## config.mk

```make
export PLATFORM = sky130hd
export DESIGN_NAME = fwd_scoreboard
export DESIGN_NICKNAME = d
export VERILOG_FILES = /design/src/rtl/fwd_pkg.sv /design/src/rtl/fwd_match_sel.sv /design/src/rtl/fwd_scoreboard.sv
export SDC_FILE = /design/constraint.sdc
export NUM_CORES = 1
export LEC_CHECK = 0
export ABC_AREA = 1
export CAP_MARGIN = 10
export CELL_PAD_IN_SITES_DETAIL_PLACEMENT = 1
export CELL_PAD_IN_SITES_GLOBAL_PLACEMENT = 2
export CORE_MARGIN = 2
export CORE_UTILIZATION = 19
export CTS_BUF_LIST = sky130_fd_sc_hd__clkbuf_4 sky130_fd_sc_hd__clkbuf_8
export CTS_CLUSTER_DIAMETER = 30
export DETAILED_ROUTE_END_ITERATION = 7
export HOLD_SLACK_MARGIN = 0.08
export PLACE_DENSITY_LB_ADDON = 0.1
export SETUP_SLACK_MARGIN = 0.02
export SYNTH_ARGS = -nofsm -noshare
export SYNTH_HDL_FRONTEND = slang
export SYNTH_SLANG_ARGS = --single-unit
export TNS_END_PERCENT = 20
```

## constraint.sdc

```tcl
create_clock -name clk -period 2.28 [get_ports clk]
set_input_delay 0.456 -clock clk [delete_from_list [all_inputs] [get_ports clk]]
set_output_delay 0.456 -clock clk [all_outputs]
set_load 0.05 [all_outputs]
```

## src/rtl/fwd_pkg.sv

```systemverilog
// Shared types and constants for the forwarding scoreboard.
package fwd_pkg;

  localparam int unsigned DEF_DATA_W    = 16;
  localparam int unsigned DEF_REG_AW    = 3;
  localparam int unsigned DEF_STAGES    = 3;
  localparam int unsigned DEF_SRC_PORTS = 3;

  localparam int unsigned STAGE_EX  = 0;
  localparam int unsigned STAGE_MEM = 1;

  // One in-flight register writer; dst width follows DEF_REG_AW.
  typedef struct packed {
    logic                  valid;
    logic [DEF_REG_AW-1:0] dst;
    logic                  load;
  } sb_entry_t;

endpackage

```

## src/rtl/fwd_match_sel.sv

```systemverilog
// Youngest-first priority match of one source operand over the scoreboard.
module fwd_match_sel
  import fwd_pkg::*;
#(
  parameter int unsigned DATA_W = DEF_DATA_W,
  parameter int unsigned REG_AW = DEF_REG_AW,
  parameter int unsigned STAGES = DEF_STAGES,
  parameter int unsigned IDX_W  = $clog2(STAGES)
) (
  input  logic                     en_i,
  input  logic [REG_AW-1:0]        src_reg_i,
  input  logic [DATA_W-1:0]        src_data_i,
  input  sb_entry_t [STAGES-1:0]   sb_i,
  input  logic [STAGES*DATA_W-1:0] stage_data_i,
  output logic                     hit_o,
  output logic [IDX_W-1:0]         idx_o,
  output logic [DATA_W-1:0]        data_o
);

  // Scan oldest to youngest so the youngest match overwrites any older one.
  always_comb begin
    hit_o  = 1'b0;
    idx_o  = '0;
    data_o = src_data_i;
    for (int i = STAGES - 1; i >= 0; i--) begin
      if (en_i && sb_i[i].valid && (sb_i[i].dst == src_reg_i)) begin
        hit_o  = 1'b1;
        idx_o  = IDX_W'(i);
        data_o = stage_data_i[i*DATA_W +: DATA_W];
      end
    end
  end

endmodule

```

## src/rtl/fwd_scoreboard.sv

```systemverilog
// Bypass/hazard block: shift-register scoreboard of in-flight writers,
// per-port youngest-first operand forwarding and load-use stall.
// Optional macro FWD_STALL_STATS_EN adds a saturating stall_count output.
module fwd_scoreboard
  import fwd_pkg::*;
#(
  parameter int unsigned DATA_W    = DEF_DATA_W,
  parameter int unsigned REG_AW    = DEF_REG_AW,
  parameter int unsigned STAGES    = DEF_STAGES,
  parameter int unsigned SRC_PORTS = DEF_SRC_PORTS
) (
  input  logic                        clk,
  input  logic                        rst_n,
  input  logic                        issue_valid,
  input  logic                        issue_wr,
  input  logic [REG_AW-1:0]           issue_dst,
  input  logic                        issue_load,
  input  logic [SRC_PORTS-1:0]        src_valid,
  input  logic [SRC_PORTS*REG_AW-1:0] src_reg,
  input  logic [SRC_PORTS*DATA_W-1:0] src_data,
  input  logic [STAGES*DATA_W-1:0]    stage_data,
  input  logic                        pipe_hold,
  input  logic                        flush,
  output logic [SRC_PORTS*DATA_W-1:0] fwd_data,
  output logic [SRC_PORTS-1:0]        fwd_hit,
  output logic                        stall
`ifdef FWD_STALL_STATS_EN
  ,
  output logic [15:0]                 stall_count
`endif
);

  localparam int unsigned IDX_W = $clog2(STAGES);

  sb_entry_t [STAGES-1:0] sb_q, sb_d;
  logic      [IDX_W-1:0]  port_idx [SRC_PORTS];

  // Per-port priority match and operand mux.
  for (genvar p = 0; p < SRC_PORTS; p++) begin : g_port
    fwd_match_sel #(
      .DATA_W (DATA_W),
      .REG_AW (REG_AW),
      .STAGES (STAGES),
      .IDX_W  (IDX_W)
    ) u_sel (
      .en_i         (src_valid[p] & issue_valid),
      .src_reg_i    (src_reg[p*REG_AW +: REG_AW]),
      .src_data_i   (src_data[p*DATA_W +: DATA_W]),
      .sb_i         (sb_q),
      .stage_data_i (stage_data),
      .hit_o        (fwd_hit[p]),
      .idx_o        (port_idx[p]),
      .data_o       (fwd_data[p*DATA_W +: DATA_W])
    );
  end

  // Load-use: a winning match on a load still in EX cannot be forwarded yet.
  always_comb begin
    stall = 1'b0;
    for (int p = 0; p < SRC_PORTS; p++) begin
      if (fwd_hit[p] && (port_idx[p] == IDX_W'(STAGE_EX)) && sb_q[STAGE_EX].load) begin
        stall = 1'b1;
      end
    end
  end

  // Scoreboard shift; a stalled or flushed decode instruction becomes a bubble.
  always_comb begin
    sb_d = sb_q;
    if (!pipe_hold) begin
      for (int i = STAGES - 1; i > 0; i--) begin
        sb_d[i] = sb_q[i-1];
      end
      sb_d[0] = '0;
      if (issue_valid && issue_wr && !stall && !flush) begin
        sb_d[0].valid = 1'b1;
        sb_d[0].dst   = issue_dst;
        sb_d[0].load  = issue_load;
      end
    end
  end

  // Scoreboard state; reset drops all in-flight tracking at once.
  always_ff @(posedge clk or negedge rst_n) begin
    if (!rst_n) begin
      sb_q <= '0;
    end else begin
      sb_q <= sb_d;
    end
  end

`ifdef FWD_STALL_STATS_EN
  logic [15:0] stall_count_q, stall_count_d;

  // Count stall cycles that actually held decode back, saturating.
  always_comb begin
    stall_count_d = stall_count_q;
    if (stall && !pipe_hold && !flush && (stall_count_q != 16'hFFFF)) begin
      stall_count_d = stall_count_q + 16'd1;
    end
  end

  // Stall counter register.
  always_ff @(posedge clk or negedge rst_n) begin
    if (!rst_n) begin
      stall_count_q <= '0;
    end else begin
      stall_count_q <= stall_count_d;
    end
  end

  assign stall_count = stall_count_q;
`endif

endmodule

```

; ---- Word-level counts from Yosys, hierarchy flattened
; Cells that the tools add are included.
; W data, S select, Z words.
[totals]
ff_bits = 13
input_bits = 118
[op_classes]
eq_ne = 9
n_mux = 31
bitwise = 3
n_reduce_logical = 32
[op_table]
columns = op, n
row1 = $mux W16, 9
row2 = $eq A3 B3 Y1, 9
row3 = $logic_and A1 B1 Y1, 27
row4 = $mux W2, 9
row5 = $mux W1, 12
row6 = $logic_not A2 Y1, 3
row7 = $mux W5, 1
row8 = $and A1 B1 Y1, 3
row9 = $logic_not A1 Y1, 2

; ---- Longest topological paths before layout
[logic_depth]
depth_word = 16
mapped_depth = 11
ltp_nobuf = 10

; ---- Modules after synthesis
; Synthesis repeated with hierarchy kept, for this count alone.
[unflattened]
cells_unflattened = 669
area_unflattened_um2 = 3345.7
[by_module_without_submodules]
columns = module, n_inst, cells_each, area_per_inst_um2, seq_area_each_um2
row1 = fwd_match_sel, 3, 198, 900.9, 0.0
row2 = fwd_scoreboard, 1, 75, 643.1, 375.4

; ---- Worst setup path before layout
; No wires, ideal clock.
[synth_path]
path_type = input port to output port
start = input issue_valid
end = output fwd_data[32]
arrival_time_ps = 1622
required_time_ps = 1824
slack_ps = 202
cell_stages = 10
n_path_buf = 2
path_cell_list = buf_4 > nand2_1 > nor2_1 > nand3_1 > nor2_4 > buf_6 > nand3_1 > nand2_1 > nand2_1 > nand2_1
[synth_between]
elab_chain_cells = 6
word_cells_on_any_way = 10
[synth_rtl]
columns = item, line
row1 = "start, declared", fwd_scoreboard.sv:14  ; input logic issue_valid,
row2 = $and A1 B1 Y1 *, fwd_scoreboard.sv:46  ; .en_i (src_valid[p] & issue_valid),
row3 = $logic_and A1 B1 Y1 (2 in a row), fwd_match_sel.sv:26  ; if (en_i && sb_i[i].valid && (sb_i[i].dst == src_reg_i)) begin
row4 = $mux W16 (2 in a row), fwd_match_sel.sv:26
row5 = $mux W16 *, fwd_match_sel.sv:26
row6 = "end, declared", fwd_scoreboard.sv:24  ; output logic [SRC_PORTS*DATA_W-1:0] fwd_data,
; Mark *: on every way between the ends. The rest lies on a longest branch, timed or not.

; ---- Worst setup path in the final report
[layout_path]
start = register sb_q[1] in the netlist's numbering
end = output fwd_data[10]
[layout_between]
elab_chain_cells = 3
[layout_rtl]
columns = item, line
row1 = "start, declared", fwd_scoreboard.sv:35  ; sb_entry_t [STAGES-1:0] sb_q, sb_d;
row2 = "start signal, assigned", fwd_scoreboard.sv:86  ; sb_q <= '0;
row3 = "start signal, assigned", fwd_scoreboard.sv:88  ; sb_q <= sb_d;
row4 = $eq A3 B3 Y1, fwd_match_sel.sv:26
row5 = $logic_and A1 B1 Y1, fwd_match_sel.sv:26
row6 = $mux W16, fwd_match_sel.sv:26
; No other way between the ends.

==> impl_metrics.json <==
{
  "clk_latency_ns": 0.23,
  "totalWireLength_mm": 17.1,
  "regMostFlops": "sb_q",
  "port_buffers": 169,
  "cap_viol_max_count": 0,
  "final_cell_mix": "257 x nand2_1, 104 x clkdlybuf4s50_1, 81 x nor2_1, 75 x nand3_1, 73 x inv_1",
  "n_fill_cell": 2184,
  "tightest_slew_ns": 0.616,
  "timing_hold_violations_final": 0,
  "violations": "negative setup slack",
  "antenna_found_initial": 0,
  "start_util_pct": 19.5,
  "seq_area_frac_synth_pct": 9.97,
  "fp.coreArea_um2": 16700,
  "rows": 47,
  "final_common_cell": "nand2_1",
  "min-delay-start": "sb_q[0]",
  "fin_crit_sh_pct": 101,
  "hp-class": "reg -> reg",
  "crit_chain": "buf_6 > nand2_2 > nand2_2 > nor2_4 > nand2_4 > nand3_4 > buf_12 > nor2_2 > nor2_1 > nand2_1 > buf_12",
  "drc": 0,
  "yosysUniqueCellTypes": 22,
  "ys_seq_elements": 13,
  "fmaxAchievable_mhz": 433,
  "syn_area_per_cell_um2": 4.81,
  "cts.sinks": 13,
  "ir_worst_vdd_mv": 0.289,
  "place.detailed.instances": 1074,
  "cp-end-kind": "primary output",
  "layout.nets": 991,
  "tritoncts": "yes",
  "drt-initial-drc-count": 154,
  "ioPinCount": 170,
  "crit_arrival_ns": 1.86,
  "finalWorstPathRequiredPeriod_ns": 2.31,
  "root_buffer": "clkbuf_8",
  "viasPerCell": 4.38,
  "die_area_um2": 18200,
  "drv_slew": 0,
  "yosysWarningCount": 0,
  "pre_cts_ws_ns": -0.504,
  "skew_ns": 0.00249,
  "multi_input_area_um2": 2610,
  "grt_pass1_wl_mm": 26.7,
  "final-seq-area_um2": 335,
  "netlist_instances": 679,
  "path_max_fanout": 8,
  "worstSetupPathType": "reg -> out",
  "htree_num_levels": 1,
  "layout.cells.non_filler": 1092,
  "syn_area_um2": 3260,
  "final_layout_size_suffix_gt1_share_pct": 30.5,
  "grt_max_degree": 22,
  "die_h_um": 135,
  "slew_headroom_pct": 58.8,
  "vias": 4778,
  "start_kind": "flip-flop",
  "power.density_nw_per_um2": 259,
  "wl_per_cell_um": 15.7,
  "syn_to_final_growth_pct": 94.5,
  "worst-endpoint-required_ns": 1.82,
  "fp.dieW_um": 135,
  "final_util_pct": 38.0,
  "grt_pass1_vias": 4934,
  "gr-usage-all-layers_pct": 18.2,
  "drt_pass1_iterations": 4,
  "p_leak_nw": 3.32,
  "dpl.hpwl_mm": 13.7,
  "rsz0062_at_grt": "true",
  "clockBufferDepth": 2,
  "ant_nets": 0,
  "grt_overflow": 0,
  "max_stage_delay_ns": 0.42,
  "timing.final.ws_setup_ns": -0.0314,
  "cts_made_buffers": 3,
  "regToRegStartpoint": "sb_q[1]",
  "globalplace.congestion": 0.779,
  "largest_reg_flops": 13,
  "reg.largest.list": "sb_q: 13 flops",
  "cp_slowest_cell": "dfrtp_1",
  "setup_viol": 9,
  "n_antenna_cell": 0,
  "startpoint": "sb_q[1]",
  "syn-num-nets": 797,
  "path_clk_slew_ns": 0.05,
  "outcome": "finished with violations"
}
==> routing by layer <==
metal / part of all wire (%) / vias to the layer above / global-route usage (%)
li1: - / 2405 / -
met1: 45 / 2251 / 24.6
met2: 50 / 114 / 32.5
met3: 4.3 / 8 / 1.73
met4: 0.70 / 0 / 1.74
met5: 0 / - / 0
==> path summary, 6_finish.rpt <==
| check | slack (ns) | endpoint | cells past startpoint |
|---|---|---|---|
| setup / recovery | -0.03 | fwd_data[10] | 11 |
| setup reg to reg | 0.56 | sb_q[1] | 12 |
| max in group asynchronous | 1.23 | sb_q[2] | 1 |
| hold reg to reg | 0.49 | sb_q[0] | 2 |
| hold / removal | 0.49 | sb_q[0] | 2 |
| min in group asynchronous | 0.61 | sb_q[4] | 1 |
==> cell type report <==
class                      count  share of cell area, %
multi-input combinational    542                   41.1
sequential                    13                   5.28
inverter                      98                   6.15
clock buffer                   4                  0.769
tap                          220                   4.34
timing repair buffer         215                   42.4
==> power by group <==
| part | internal [mW] | switching (mW) | leakage [nW] |
|---|---|---|---|
| sequential | 0.245 | 0.0199 | 0.163 |
| combinational | 0.560 | 0.609 | 3.13 |
| clock | 0.135 | 0.0746 | 0.0262 |
| total | 0.939 | 0.703 | 3.32 |
==> Yosys cell counts <==
cell type  instances  area, µm²
o21ai_0            7       35.0
nand3_4            3       52.6
inv_2             11       41.3
nor2_1           104        390
clkbuf_1           3       11.3
buf_8              1       15.0
inv_1             82        308
nand2_2            4       25.0
nor2_2            40        250
clkinv_1           1       3.75
nand2_4            3       33.8
clkinv_2           4       20.0
nor3_1             1       5.00
nand3_1           81        405
nor2_4             3       33.8
nand2_1          294       1100
dfrtp_1           13        325
buf_4              5       37.5
buf_6              9        101
buf_2              8       40.0
a21oi_1            1       5.00
buf_12             1       20.0
==> repair_timing <==
action | 4_1_cts | 5_1_grt
gates resized for setup | 106 | 55
hold buffers | 0 | 0
gates cloned | 2 | 1
endpoints found under the hold margin | 0 | 0
buffers inserted | 7 | 4
pin swaps | 43 | 34
endpoints found under the setup margin | 52 | 49
==> through the flow <==
step	total power [mW]	area, µm²	hold slack [ns]	setup TNS [ns]
after floorplan	0.744	3260	0.160	0
after global placement	1.37	5840	0.460	-21.48
after detailed placement	1.38	5840	0.464	-23.85
after CTS	1.63	6160	0.478	-0.0603
after global routing	1.74	6350	0.534	-3.62
final	1.64	6350	0.493	-0.104
==> worst max-delay path: cells and delay by family (launching register included) <==
family / cells / cell delay [ns]
buffers and inverters: 3 / 0.45
AND/OR/NAND/NOR: 8 / 0.72
flip-flops: 1 / 0.42
==> cell families after synthesis <==
| family | Yosys count | synth area share [%] |
|---|---|---|
| buffers and inverters | 125 | 18.3 |
| and+or+nand+nor | 533 | 70.5 |
| DFF | 13 | 9.97 |
| AOI/OAI and AO/OA | 8 | 1.23 |
Note: power is estimated with default switching activity, not from simulation.
